==> config.mk <==
export PLATFORM = sky130hd
export DESIGN_NAME = dma_desc_sched
export DESIGN_NICKNAME = d
export VERILOG_FILES = /design/src/rtl/dma_desc_sched.sv
export SDC_FILE = /design/constraint.sdc
export NUM_CORES = 1
export LEC_CHECK = 0
export CAP_MARGIN = 20
export CORE_AREA = 10 10 219 221
export DETAILED_ROUTE_END_ITERATION = 7
export DIE_AREA = 0 0 229 231
export GPL_TIMING_DRIVEN = 0
export MAX_ROUTING_LAYER = met4
export SLEW_MARGIN = 20
export SYNTH_ARGS = -nofsm -noshare
export SYNTH_HDL_FRONTEND = slang
export SYNTH_SLANG_ARGS = --single-unit
==> constraint.sdc <==
create_clock -name clk -period 12.4 [get_ports clk]
set_clock_uncertainty 0.15 [all_clocks]
set_input_delay 2.48 -clock clk [delete_from_list [all_inputs] [get_ports clk]]
set_output_delay 2.48 -clock clk [all_outputs]
set_load 0.02 [all_outputs]
==> src/rtl/dma_desc_sched.sv <==
// -----------------------------------------------------------------------------
// dma_desc_sched
//
// Descriptor scheduler for the AXI DMA. On a rising edge of go_i it walks the
// NUM_DESC CSR descriptors in ascending index order, one per cycle. Each
// enabled descriptor with a non-zero byte count is snapshotted and issued to
// the transfer engine over a valid/ready handshake. It then waits for the
// engine's done pulse before moving on. It aggregates done/error status,
// handles abort and raises one-cycle IRQ pulses.
//
// Ports
//   clk, rst                   clock, asynchronous active-high reset
//   go_i                       CSR go level; a run starts on its rising edge
//   abort_i                    CSR abort request (level)
//   max_burst_i                forwarded to the engine, captured at snapshot
//   desc_src_i/dst_i/byt_i     packed descriptor fields, desc i at [i*W +: W]
//   desc_en_i/wr_mode_i/rd_mode_i  per-descriptor enable and mode bits
//   eng_valid_o/eng_ready_i    request handshake to the transfer engine
//   eng_src_o/dst_o/bytes_o    snapshotted request fields
//   eng_wr_mode_o/rd_mode_o/max_burst_o  snapshotted request fields
//   eng_abort_o                abort request to the engine
//   eng_done_i/eng_error_i     engine completion pulse and its error flag
//   eng_err_addr_i             faulting address, valid with done & error
//   busy_o/done_o/error_o      status; done/error are sticky until next run
//   err_idx_o/err_addr_o       failing descriptor index and faulting address
//   irq_done_o/irq_err_o       one-cycle interrupt pulses
//
// Build option
//   DMA_DESC_LOOP_EN  when defined, a descriptor with wr_mode = rd_mode = 1
//                     is re-issued from the same snapshot until abort or error
//                     (circular mode). When undefined, the mode bits are only
//                     forwarded and each descriptor runs once.
// -----------------------------------------------------------------------------
module dma_desc_sched #(
    parameter int NUM_DESC = 4,
    parameter int ADDR_W   = 32,
    parameter int BYTES_W  = 32,
    parameter int BURST_W  = 8,
    localparam int IDX_W   = (NUM_DESC > 1) ? $clog2(NUM_DESC) : 1
) (
    input  logic                        clk,
    input  logic                        rst,
    input  logic                        go_i,
    input  logic                        abort_i,
    input  logic [BURST_W-1:0]          max_burst_i,
    input  logic [NUM_DESC*ADDR_W-1:0]  desc_src_i,
    input  logic [NUM_DESC*ADDR_W-1:0]  desc_dst_i,
    input  logic [NUM_DESC*BYTES_W-1:0] desc_byt_i,
    input  logic [NUM_DESC-1:0]         desc_en_i,
    input  logic [NUM_DESC-1:0]         desc_wr_mode_i,
    input  logic [NUM_DESC-1:0]         desc_rd_mode_i,
    output logic                        eng_valid_o,
    input  logic                        eng_ready_i,
    output logic [ADDR_W-1:0]           eng_src_o,
    output logic [ADDR_W-1:0]           eng_dst_o,
    output logic [BYTES_W-1:0]          eng_bytes_o,
    output logic                        eng_wr_mode_o,
    output logic                        eng_rd_mode_o,
    output logic [BURST_W-1:0]          eng_max_burst_o,
    output logic                        eng_abort_o,
    input  logic                        eng_done_i,
    input  logic                        eng_error_i,
    input  logic [ADDR_W-1:0]           eng_err_addr_i,
    output logic                        busy_o,
    output logic                        done_o,
    output logic                        error_o,
    output logic [IDX_W-1:0]            err_idx_o,
    output logic [ADDR_W-1:0]           err_addr_o,
    output logic                        irq_done_o,
    output logic                        irq_err_o
);

    typedef enum logic [2:0] {
        S_IDLE,
        S_SCAN,
        S_ISSUE,
        S_WAIT,
        S_ABORT,
        S_DONE
    } state_t;

    state_t               r_state;
    state_t               w_state_nxt;

    logic                 r_go_q;
    logic [IDX_W-1:0]     r_idx;
    logic [ADDR_W-1:0]    r_eng_src;
    logic [ADDR_W-1:0]    r_eng_dst;
    logic [BYTES_W-1:0]   r_eng_bytes;
    logic                 r_eng_wr_mode;
    logic                 r_eng_rd_mode;
    logic [BURST_W-1:0]   r_eng_max_burst;
    logic                 r_done;
    logic                 r_error;
    logic [IDX_W-1:0]     r_err_idx;
    logic [ADDR_W-1:0]    r_err_addr;

    logic [ADDR_W-1:0]    w_sel_src;
    logic [ADDR_W-1:0]    w_sel_dst;
    logic [BYTES_W-1:0]   w_sel_byt;
    logic                 w_sel_en;
    logic                 w_sel_wr_mode;
    logic                 w_sel_rd_mode;

    logic                 w_go_rise;
    logic                 w_last;
    logic                 w_eligible;
    logic                 w_loop_desc;
    logic                 w_start;
    logic                 w_snap;
    logic                 w_idx_inc;
    logic                 w_err_cap;
    logic                 w_enter_done;

    // Descriptor currently pointed at by r_idx. A compare-per-index mux keeps
    // the select in range for any NUM_DESC, not only powers of two.
    always_comb begin
        // NOTE: every always_comb output gets a default before any branch, so
        // no path can leave it unassigned and infer a latch.
        w_sel_src     = '0;
        w_sel_dst     = '0;
        w_sel_byt     = '0;
        w_sel_en      = 1'b0;
        w_sel_wr_mode = 1'b0;
        w_sel_rd_mode = 1'b0;
        for (int i = 0; i < NUM_DESC; i++) begin
            if (r_idx == IDX_W'(i)) begin
                w_sel_src     = desc_src_i[i*ADDR_W +: ADDR_W];
                w_sel_dst     = desc_dst_i[i*ADDR_W +: ADDR_W];
                w_sel_byt     = desc_byt_i[i*BYTES_W +: BYTES_W];
                w_sel_en      = desc_en_i[i];
                w_sel_wr_mode = desc_wr_mode_i[i];
                w_sel_rd_mode = desc_rd_mode_i[i];
            end
        end
    end

    assign w_go_rise  = go_i & ~r_go_q;
    assign w_last     = (r_idx == IDX_W'(NUM_DESC - 1));
    assign w_eligible = w_sel_en & (w_sel_byt != '0);

`ifdef DMA_DESC_LOOP_EN
    assign w_loop_desc = r_eng_wr_mode & r_eng_rd_mode;
`else
    assign w_loop_desc = 1'b0;
`endif

    // Next-state logic and state-decoded outputs.
    always_comb begin
        w_state_nxt = r_state;
        w_start     = 1'b0;
        w_snap      = 1'b0;
        w_idx_inc   = 1'b0;
        w_err_cap   = 1'b0;
        eng_valid_o = 1'b0;
        eng_abort_o = 1'b0;
        busy_o      = 1'b0;
        irq_done_o  = 1'b0;
        irq_err_o   = 1'b0;

        case (r_state)
            S_IDLE: begin
                if (w_go_rise) begin
                    w_state_nxt = S_SCAN;
                    w_start     = 1'b1;
                end
            end
            S_SCAN: begin
                busy_o = 1'b1;
                if (abort_i) begin
                    w_state_nxt = S_DONE;
                end else if (w_eligible) begin
                    w_state_nxt = S_ISSUE;
                    w_snap      = 1'b1;
                end else if (w_last) begin
                    w_state_nxt = S_DONE;
                end else begin
                    w_idx_inc = 1'b1;
                end
            end
            S_ISSUE: begin
                busy_o      = 1'b1;
                eng_valid_o = 1'b1;
                // A handshake completing in the same cycle as an abort has
                // already handed the request to the engine, so it must be
                // tracked to its done pulse; abort is then honoured in WAIT.
                if (eng_ready_i) begin
                    w_state_nxt = S_WAIT;
                end else if (abort_i) begin
                    w_state_nxt = S_DONE;
                end
            end
            S_WAIT: begin
                busy_o = 1'b1;
                // A done pulse takes priority over a simultaneous abort.
                if (eng_done_i) begin
                    if (eng_error_i) begin
                        w_err_cap   = 1'b1;
                        w_state_nxt = S_DONE;
                    end else if (w_loop_desc) begin
                        w_state_nxt = abort_i ? S_DONE : S_ISSUE;
                    end else if (w_last) begin
                        w_state_nxt = S_DONE;
                    end else begin
                        w_idx_inc   = 1'b1;
                        w_state_nxt = S_SCAN;
                    end
                end else if (abort_i) begin
                    w_state_nxt = S_ABORT;
                end
            end
            S_ABORT: begin
                busy_o      = 1'b1;
                eng_abort_o = 1'b1;
                if (eng_done_i) begin
                    w_state_nxt = S_DONE;
                end
            end
            S_DONE: begin
                irq_done_o  = 1'b1;
                irq_err_o   = r_error;
                w_state_nxt = S_IDLE;
            end
            default: begin
                w_state_nxt = S_IDLE;
            end
        endcase
    end

    assign w_enter_done = (w_state_nxt == S_DONE) && (r_state != S_DONE);

    always_ff @(posedge clk or posedge rst) begin
        if (rst) begin
            r_state <= S_IDLE;
        end else begin
            // NOTE: sequential state uses non-blocking assignments so every
            // register samples pre-edge values regardless of statement order.
            r_state <= w_state_nxt;
        end
    end

    always_ff @(posedge clk or posedge rst) begin
        if (rst) begin
            r_go_q          <= 1'b0;
            r_idx           <= '0;
            r_eng_src       <= '0;
            r_eng_dst       <= '0;
            r_eng_bytes     <= '0;
            r_eng_wr_mode   <= 1'b0;
            r_eng_rd_mode   <= 1'b0;
            r_eng_max_burst <= '0;
            r_done          <= 1'b0;
            r_error         <= 1'b0;
            r_err_idx       <= '0;
            r_err_addr      <= '0;
        end else begin
            r_go_q <= go_i;

            if (w_start) begin
                r_idx      <= '0;
                r_done     <= 1'b0;
                r_error    <= 1'b0;
                r_err_idx  <= '0;
                r_err_addr <= '0;
            end

            if (w_idx_inc) begin
                r_idx <= r_idx + IDX_W'(1);
            end

            // The snapshot isolates the engine from CSR writes made after issue.
            if (w_snap) begin
                r_eng_src       <= w_sel_src;
                r_eng_dst       <= w_sel_dst;
                r_eng_bytes     <= w_sel_byt;
                r_eng_wr_mode   <= w_sel_wr_mode;
                r_eng_rd_mode   <= w_sel_rd_mode;
                r_eng_max_burst <= max_burst_i;
            end

            if (w_err_cap) begin
                r_error    <= 1'b1;
                r_err_idx  <= r_idx;
                r_err_addr <= eng_err_addr_i;
            end

            if (w_enter_done) begin
                r_done <= 1'b1;
            end
        end
    end

    assign eng_src_o       = r_eng_src;
    assign eng_dst_o       = r_eng_dst;
    assign eng_bytes_o     = r_eng_bytes;
    assign eng_wr_mode_o   = r_eng_wr_mode;
    assign eng_rd_mode_o   = r_eng_rd_mode;
    assign eng_max_burst_o = r_eng_max_burst;
    assign done_o          = r_done;
    assign error_o         = r_error;
    assign err_idx_o       = r_err_idx;
    assign err_addr_o      = r_err_addr;

endmodule

==> key figures, run 1 <==
Power
  – Comb pwr share: 0.634
  – Switching power: 1690 uW
  – Leak pwr: 0.00695 uW
  – Internal: 1980 uW
  – Power per cell area: 224 nW/um^2
  – Reg power frac: 0.219
  – Sw Ratio: 0.462
  – Clock power share: 0.147
  – Total power draw: 3670 uW
  – IR drop worst, VDD: 83.7 uV

Layout
  – Fill count: 4562
  – Register cell area after layout: 3700 sq um
  – Share of post-route cells with drive strength above 1: 0.0563
  – Fin cells: 2310
  – Area delta synth->final: 80.1%
  – Final nets: 2140
  – Design area: 16400 sq um
  – Multi-input gate area: 4960 sq um

Yosys
  – Flops & latches, synth: 148
  – Syn Std Cell Area: 9100 sq um
  – Commonest cells post-synth: 199 x nand2_1, 169 x nor2_1, 148 x dfrtp_1
  – Syn Nets: 1531
  – Synth Flop Type: dfrtp_1
  – Async SR Flop Fraction: 1.00
  – Most frequent cell after synthesis: nand2_1
  – Cells after synthesis: 1084
  – Synth area leader: dfrtp_1
  – Yosys top cell area share: 0.407
  – Netlist cell types: 42
  – Avg Cell Area, Syn: 8.40 sq um
  – Ranking of synthesized cells by area: dfrtp_1 41%, mux2_1 9.5%, nand2_1 8.2%
  – Post-synth EDFFs: 0
  – Syn. warnings: 0
  – Post-synthesis sequential area ratio: 0.407

GRT
  – Vias in the first global route: 11600
  – GRT Util Overall: 0.207
  – Pin count of the biggest net entering global routing: 82
  – GR met3 Demand/Resource: 0.0721
  – Grt peak-use layer: met2
  – Wire length of the first global-routing pass: 78100 um
  – Initial antenna violation count: 10
  – Total gr overflow: 0
  – GR Util met1: 0.205
  – GR Layer Usage met2: 0.351

Floorplanning
  – Die Wd: 229 um
  – Die height: 231 um
  – Initial Util: 0.208
  – IO Pins: 590
  – Core area: 43700 sq um
  – Full die area: 52900 sq um
  – FP Rows: 77

Setup path
  – Worst path required time: 12.58 ns
  – RR Startpoint: r_idx[0]
  – Startpoint Class: input pin
  – CP Max Fanout: 10
  – Critical path class: input pin to flip-flop
  – Worst EP arrival: 5.67 ns
  – Reg-to-reg setup timing slack: 7.68 ns
  – Worst Reg-to-Reg Cells: 13
  – CP endpoint kind: flip-flop
  – Reg-to-reg endpoint: eng_bytes_o[24]

CTS
  – CTS tree: done
  – Setup bufs post-CTS: 0
  – CTS H-tree depth: 4
  – Clk slew on worst S/H paths: 0.07 ns
  – Cts-stage hold buffer count: 0
  – CTS Buf Count: 17
  – Clock Tree Buf Depth: 2
  – Clock Latency Late Sink: 0.45 ns
  – Clk root buf: clkbuf_16
  – Clock Sinks: 148
  – Post-CTS resize count: 0

Routing
  – DRC: 0
  – Number of nets with antenna violations after routing: 0
  – Drt via density: 4.60
  – DR iter-0 viols: 587
  – First-pass detailed-route iteration total: 5
  – Routed len/inst: 23.8 um
  – Vias: 10600
  – WL final: 54900 um

Timing
  – Fmax: 0.182 GHz
  – RSZ-0062 raised after global routing: no
  – Worst Tran Pin Value: 1.02 ns
  – Minimum clock period: 5.49 ns
  – Sum Neg Setup Slack: 0 ns
  – Final setup viols: 0
  – Worst slew margin: 0.319
  – Crit share post-route: 0.443
  – Hold Fails Final Rpt: 0
  – Fin. max-slew vios: 0

Placed design
  – Placer Congestion: 0.933
  – Cells after DPL: 2266
  – DP Area: 15800 sq um
  – HPWL Detailed: 46200 um
  – PortBufs: 589

Min path
  – Hold depth: 1
  – HP Class: flip-flop to flip-flop
  – Hold EP: eng_dst_o[23]
  – HP Start: eng_dst_o[23]

Status
  – Outcome: completed

Flow run
  – Max Cap Viol: 0
[flip-flops by register name, indices dropped and copies added (netlist names)]
register and flops:
eng_wr_mode_o 1, error_o 1, eng_max_burst_o 8, eng_bytes_o 32, err_addr_o 32, done_o 1, eng_rd_mode_o 1, r_idx 2
err_idx_o 2, eng_src_o 32, eng_dst_o 32, r_state 3, r_go_q 1
[worst max-delay path by stage]
stage,from,endpoint,slack (ns),cells past startpoint
final,desc_byt_i[101],eng_bytes_o[24],6.91,9
after global routing,desc_byt_i[101],eng_bytes_o[24],6.85,9
after CTS,desc_byt_i[101],eng_bytes_o[24],6.87,9
after detailed placement,desc_byt_i[101],eng_bytes_o[24],6.39,9
after global placement,rst,eng_dst_o[11],3.21,2
after floorplan,rst,done_o,5.79,1
[area by class of cell]
cell class | instances | share of cell area
plain buffers | 92 | 0.0253
diodes | 12 | 0.00183
clock buffers | 17 | 0.0259
repair buffers | 590 | 0.361
flip-flops and latches | 148 | 0.226
multi-input cells | 837 | 0.302
clock inverters | 15 | 0.0102
inverters | 7 | 0.00206
well taps | 592 | 0.0452
[power groups by stage]
stage,Sequential (uW),Clock (uW),Combinational (uW)
2_1_floorplan,1030,0,1040
3_3_place_gp,804,0,2340
3_5_place_dp,813,0,2350
4_1_cts,804,560,2360
5_1_grt,827,577,2520
6_report,803,540,2330
[per-stage QoR]
stage	utilization	setup WS [ns]	hold slack, ns
final	0.375	6.91	0.338
after global routing	0.375	6.85	0.348
after CTS	0.374	6.87	0.346
after detailed placement	0.361	6.39	0.330
after global placement	0.360	3.21	0.324
after floorplan	-	5.79	0.371
[layout by cell type (no fill, tap or decap), types with 2 or more instances in the layout]
cell / instances
a21o_1: 2
a21oi_1: 136
a22o_1: 34
and2_1: 2
and3_1: 2
and4_1: 2
buf_1: 15
buf_2: 23
buf_4: 3
buf_6: 4
clkbuf_1: 47
clkbuf_16: 17
clkdlybuf4s50_1: 589
clkinv_4: 4
dfrtp_1: 148
diode_2: 12
ha_1: 4
inv_1: 5
inv_6: 2
inv_8: 6
mux2_1: 77
mux2_4: 29
nand2_1: 199
nand3_1: 2
nor2_1: 169
nor2b_1: 3
nor3_1: 4
nor4_1: 4
o211a_1: 32
o21ai_0: 72
o22ai_1: 48
[per-layer routing]
metal / vias up / share of wire
li1: 5041 / -
met1: 4988 / 0.37
met2: 510 / 0.49
met3: 91 / 0.082
met4: 0 / 0.051
met5: - / 0
[worst max-delay path: stages]
cell	delay (ns)
clkdlybuf4s50_1	0.48
o22ai_1	0.28
o22ai_1	0.13
nor4_1	0.70
and4_1	0.33
or4_1	0.11
buf_2	0.35
buf_2	0.43
mux2_1	0.37
[cell families (layout without fill, tap and decap cells)]
logic type                 after synthesis  count (layout)  synth area share
and+or+nand+nor                        394             394             0.170
AOI/OAI and AO/OA                      331             331             0.224
DFF                                    148             148             0.407
muxes                                  107             107             0.144
buffers and inverters                   99             721            0.0485
adders and majority gates                4               4           0.00550
xor gates and xnor gates                 1               1          0.000962
other                                    0              12                 0
Note: power is estimated with default switching activity, not from simulation.
==> run 2, diff against run 1 <==
==> constraint.sdc (replaced) <==
create_clock -name clk -period 5.1 [get_ports clk]
set_clock_uncertainty 0.15 [all_clocks]
set_input_delay 1.02 -clock clk [delete_from_list [all_inputs] [get_ports clk]]
set_output_delay 1.02 -clock clk [all_outputs]
set_load 0.02 [all_outputs]
==> key figures, run 2 (synthesis gave the netlist of run 1 again) <==
Status
  – Outcome: completed

GRT
  – Grt peak-use layer: met2
  – Pin count of the biggest net entering global routing: 31 (-62%)
  – Total gr overflow: 0 (unchanged)
  – Vias in the first global route: 11700 (+0.66%)
  – GR Util met1: 0.215 (+0.0106)
  – GR Layer Usage met2: 0.365 (+0.0143)
  – Wire length of the first global-routing pass: 79300 um (+1.5%)
  – GRT Util Overall: 0.210 (+0.00320)
  – GR met3 Demand/Resource: 0.0659 (-0.00625)
  – Initial antenna violation count: 16 (+6)

CTS
  – Post-CTS resize count: 0 (unchanged)
  – CTS tree: done
  – Clock Sinks: 148 (unchanged)
  – CTS Buf Count: 17 (unchanged)
  – Cts-stage hold buffer count: 0 (unchanged)
  – Clock Latency Late Sink: 0.46 ns (about the same)
  – Clk root buf: clkbuf_16
  – CTS H-tree depth: 4 (unchanged)
  – Setup bufs post-CTS: 0 (unchanged)
  – Clock Tree Buf Depth: 2 (unchanged)
  – Clk slew on worst S/H paths: 0.06 ns (about the same)

Placed design
  – DP Area: 15900 sq um (+0.53%)
  – PortBufs: 589 (unchanged)
  – Placement Setup Slack: 0.552 ns (-5.84 ns)
  – Placer Congestion: 0.910 (-2.6%)
  – HPWL Detailed: 47500 um (+2.9%)

Power
  – IR drop worst, VDD: 187 uV (+120%)
  – Leak pwr: 0.00698 uW (+0.36%)
  – Power per cell area: 543 nW/um^2 (+140%)

Routing
  – Number of nets with antenna violations after routing: 0 (unchanged)
  – DR iter-0 viols: 533 (-9.2%)
  – Drt via density: 4.63 (+0.55%)
  – Routed len/inst: 24.2 um (+1.7%)
  – DRC: 0 (unchanged)
  – First-pass detailed-route iteration total: 5 (unchanged)
  – Vias: 10700 (+0.81%)
  – WL final: 56000 um (+2.0%)

Setup path
  – Reg-to-reg setup timing slack: 0.68 ns (-7.00 ns)
  – CP Max Fanout: 10 (unchanged)
  – Worst path required time: 5.28 ns (-7.30 ns)
  – CP Launch Point: r_idx[0]
  – RR Startpoint: r_idx[0]
  – Critical path class: flip-flop to flip-flop
  – Reg-to-reg endpoint: eng_bytes_o[27]
  – CP endpoint kind: flip-flop
  – Worst Setup EP: eng_bytes_o[27]
  – Worst EP arrival: 4.60 ns (-1.07 ns)
  – Worst Reg-to-Reg Cells: 13 (unchanged)
  – Startpoint Class: flip-flop

Floorplanning
  – Initial Util: 0.208 (unchanged)
  – Die height: 231 um (unchanged)
  – FP Rows: 77 (unchanged)
  – Die Wd: 229 um (unchanged)
  – Full die area: 52900 sq um (unchanged)
  – IO Pins: 590 (unchanged)
  – Core area: 43700 sq um (unchanged)

Layout
  – Most common cell after layout, fill and taps aside: clkdlybuf4s50_1
  – Final core utilization: 0.377 (+0.00169)
  – Share of post-route cells with drive strength above 1: 0.0579 (+0.00162)
  – Most frequent cells in the layout: 589 x clkdlybuf4s50_1, 199 x nand2_1, 169 x nor2_1, 148 x dfrtp_1, 136 x a21oi_1
  – Area delta synth->final: 80.9%
  – Design area: 16500 sq um (+0.45%)
  – Final nets: 2145 (+0.23%)

Timing
  – Hold Fails Final Rpt: 0 (unchanged)
  – Fmax: 0.226 GHz
  – Worst Tran Pin Value: 0.880 ns (-0.142 ns)
  – Crit share post-route: 0.866
  – RSZ-0062 raised after global routing: no
  – Final setup viols: 0 (unchanged)
  – Sum Neg Setup Slack: 0 ns (unchanged)
  – Fin. max-slew vios: 0 (unchanged)
  – Minimum clock period: 4.42 ns
  – Final setup margin: 0.682 ns (-6.23 ns)
  – Worst slew margin: 0.413 (+0.0945)

Flow run
  – Max Cap Viol: 0 (unchanged)

Min path
  – HP Class: flip-flop to flip-flop
-- run 2: cell count changes in the layout (fill, tap and decap cells not counted), moves of 2 or more --
cell        change
inv_8           -5
buf_12          +5
clkinv_4        -2
inv_6           +2
clkinvlp_4      +2
diode_2         +2
-- run 2: layout make-up --
type                       instances  area [sq um]
antenna                           14          35.0
buffer                            92           415
clock buffer                      18           429
clock inverter                    13           149
fill                            4560         27300
inverter                           7          30.0
multi-input combinational        837          4960
sequential                       148          3700
tap                              592           741
timing repair buffer             595          6010
-- run 2: worst max-delay path, cell delays in order, from the launching register on --
cell and delay, ns:
dfrtp_1 0.45, inv_1 0.09, ha_1 0.20, buf_2 0.25, nor2_1 0.42, buf_2 0.34
o211a_1 0.21, o22ai_1 0.10, nor4_1 0.54, and4_1 0.29, or4_1 0.11, buf_2 0.33
buf_2 0.43, mux2_1 0.36
-- run 2: per-stage QoR --
stage               power (uW)  instances  hold WS (ns)
floorplan                 5030       1084         0.371
global placement          7700       2265         0.323
detailed placement        7750       2271         0.330
CTS                       9080       2302         0.344
global route              9550       2314         0.350
finish                    8950       2316         0.340
-- run 2: power by group --
part	internal (uW)	leakage, uW	switching (uW)	total (uW)
Sequential	1660	0.00191	299	1960
Clock	726	0.000280	577	1300
Combinational	2450	0.00479	3230	5690
-- run 2: how the worst min path moves through the flow --
stage / start / to / slack [ns] / cells after the start
after floorplan: r_idx[0] / r_idx[0] / 0.37 / 1
after detailed placement: eng_dst_o[27] / eng_dst_o[27] / 0.33 / 1
after CTS: eng_dst_o[27] / eng_dst_o[27] / 0.34 / 1
final: eng_bytes_o[22] / eng_bytes_o[22] / 0.34 / 1
after global placement: eng_bytes_o[29] / eng_bytes_o[29] / 0.32 / 1
after global routing: eng_dst_o[26] / eng_dst_o[26] / 0.35 / 1
-- run 2: metal layers --
metal | routed length (um) | share of wire
met1 | 21600 | 0.39
met2 | 28300 | 0.51
met3 | 4090 | 0.073
met4 | 2000 | 0.036
met5 | 0 | 0
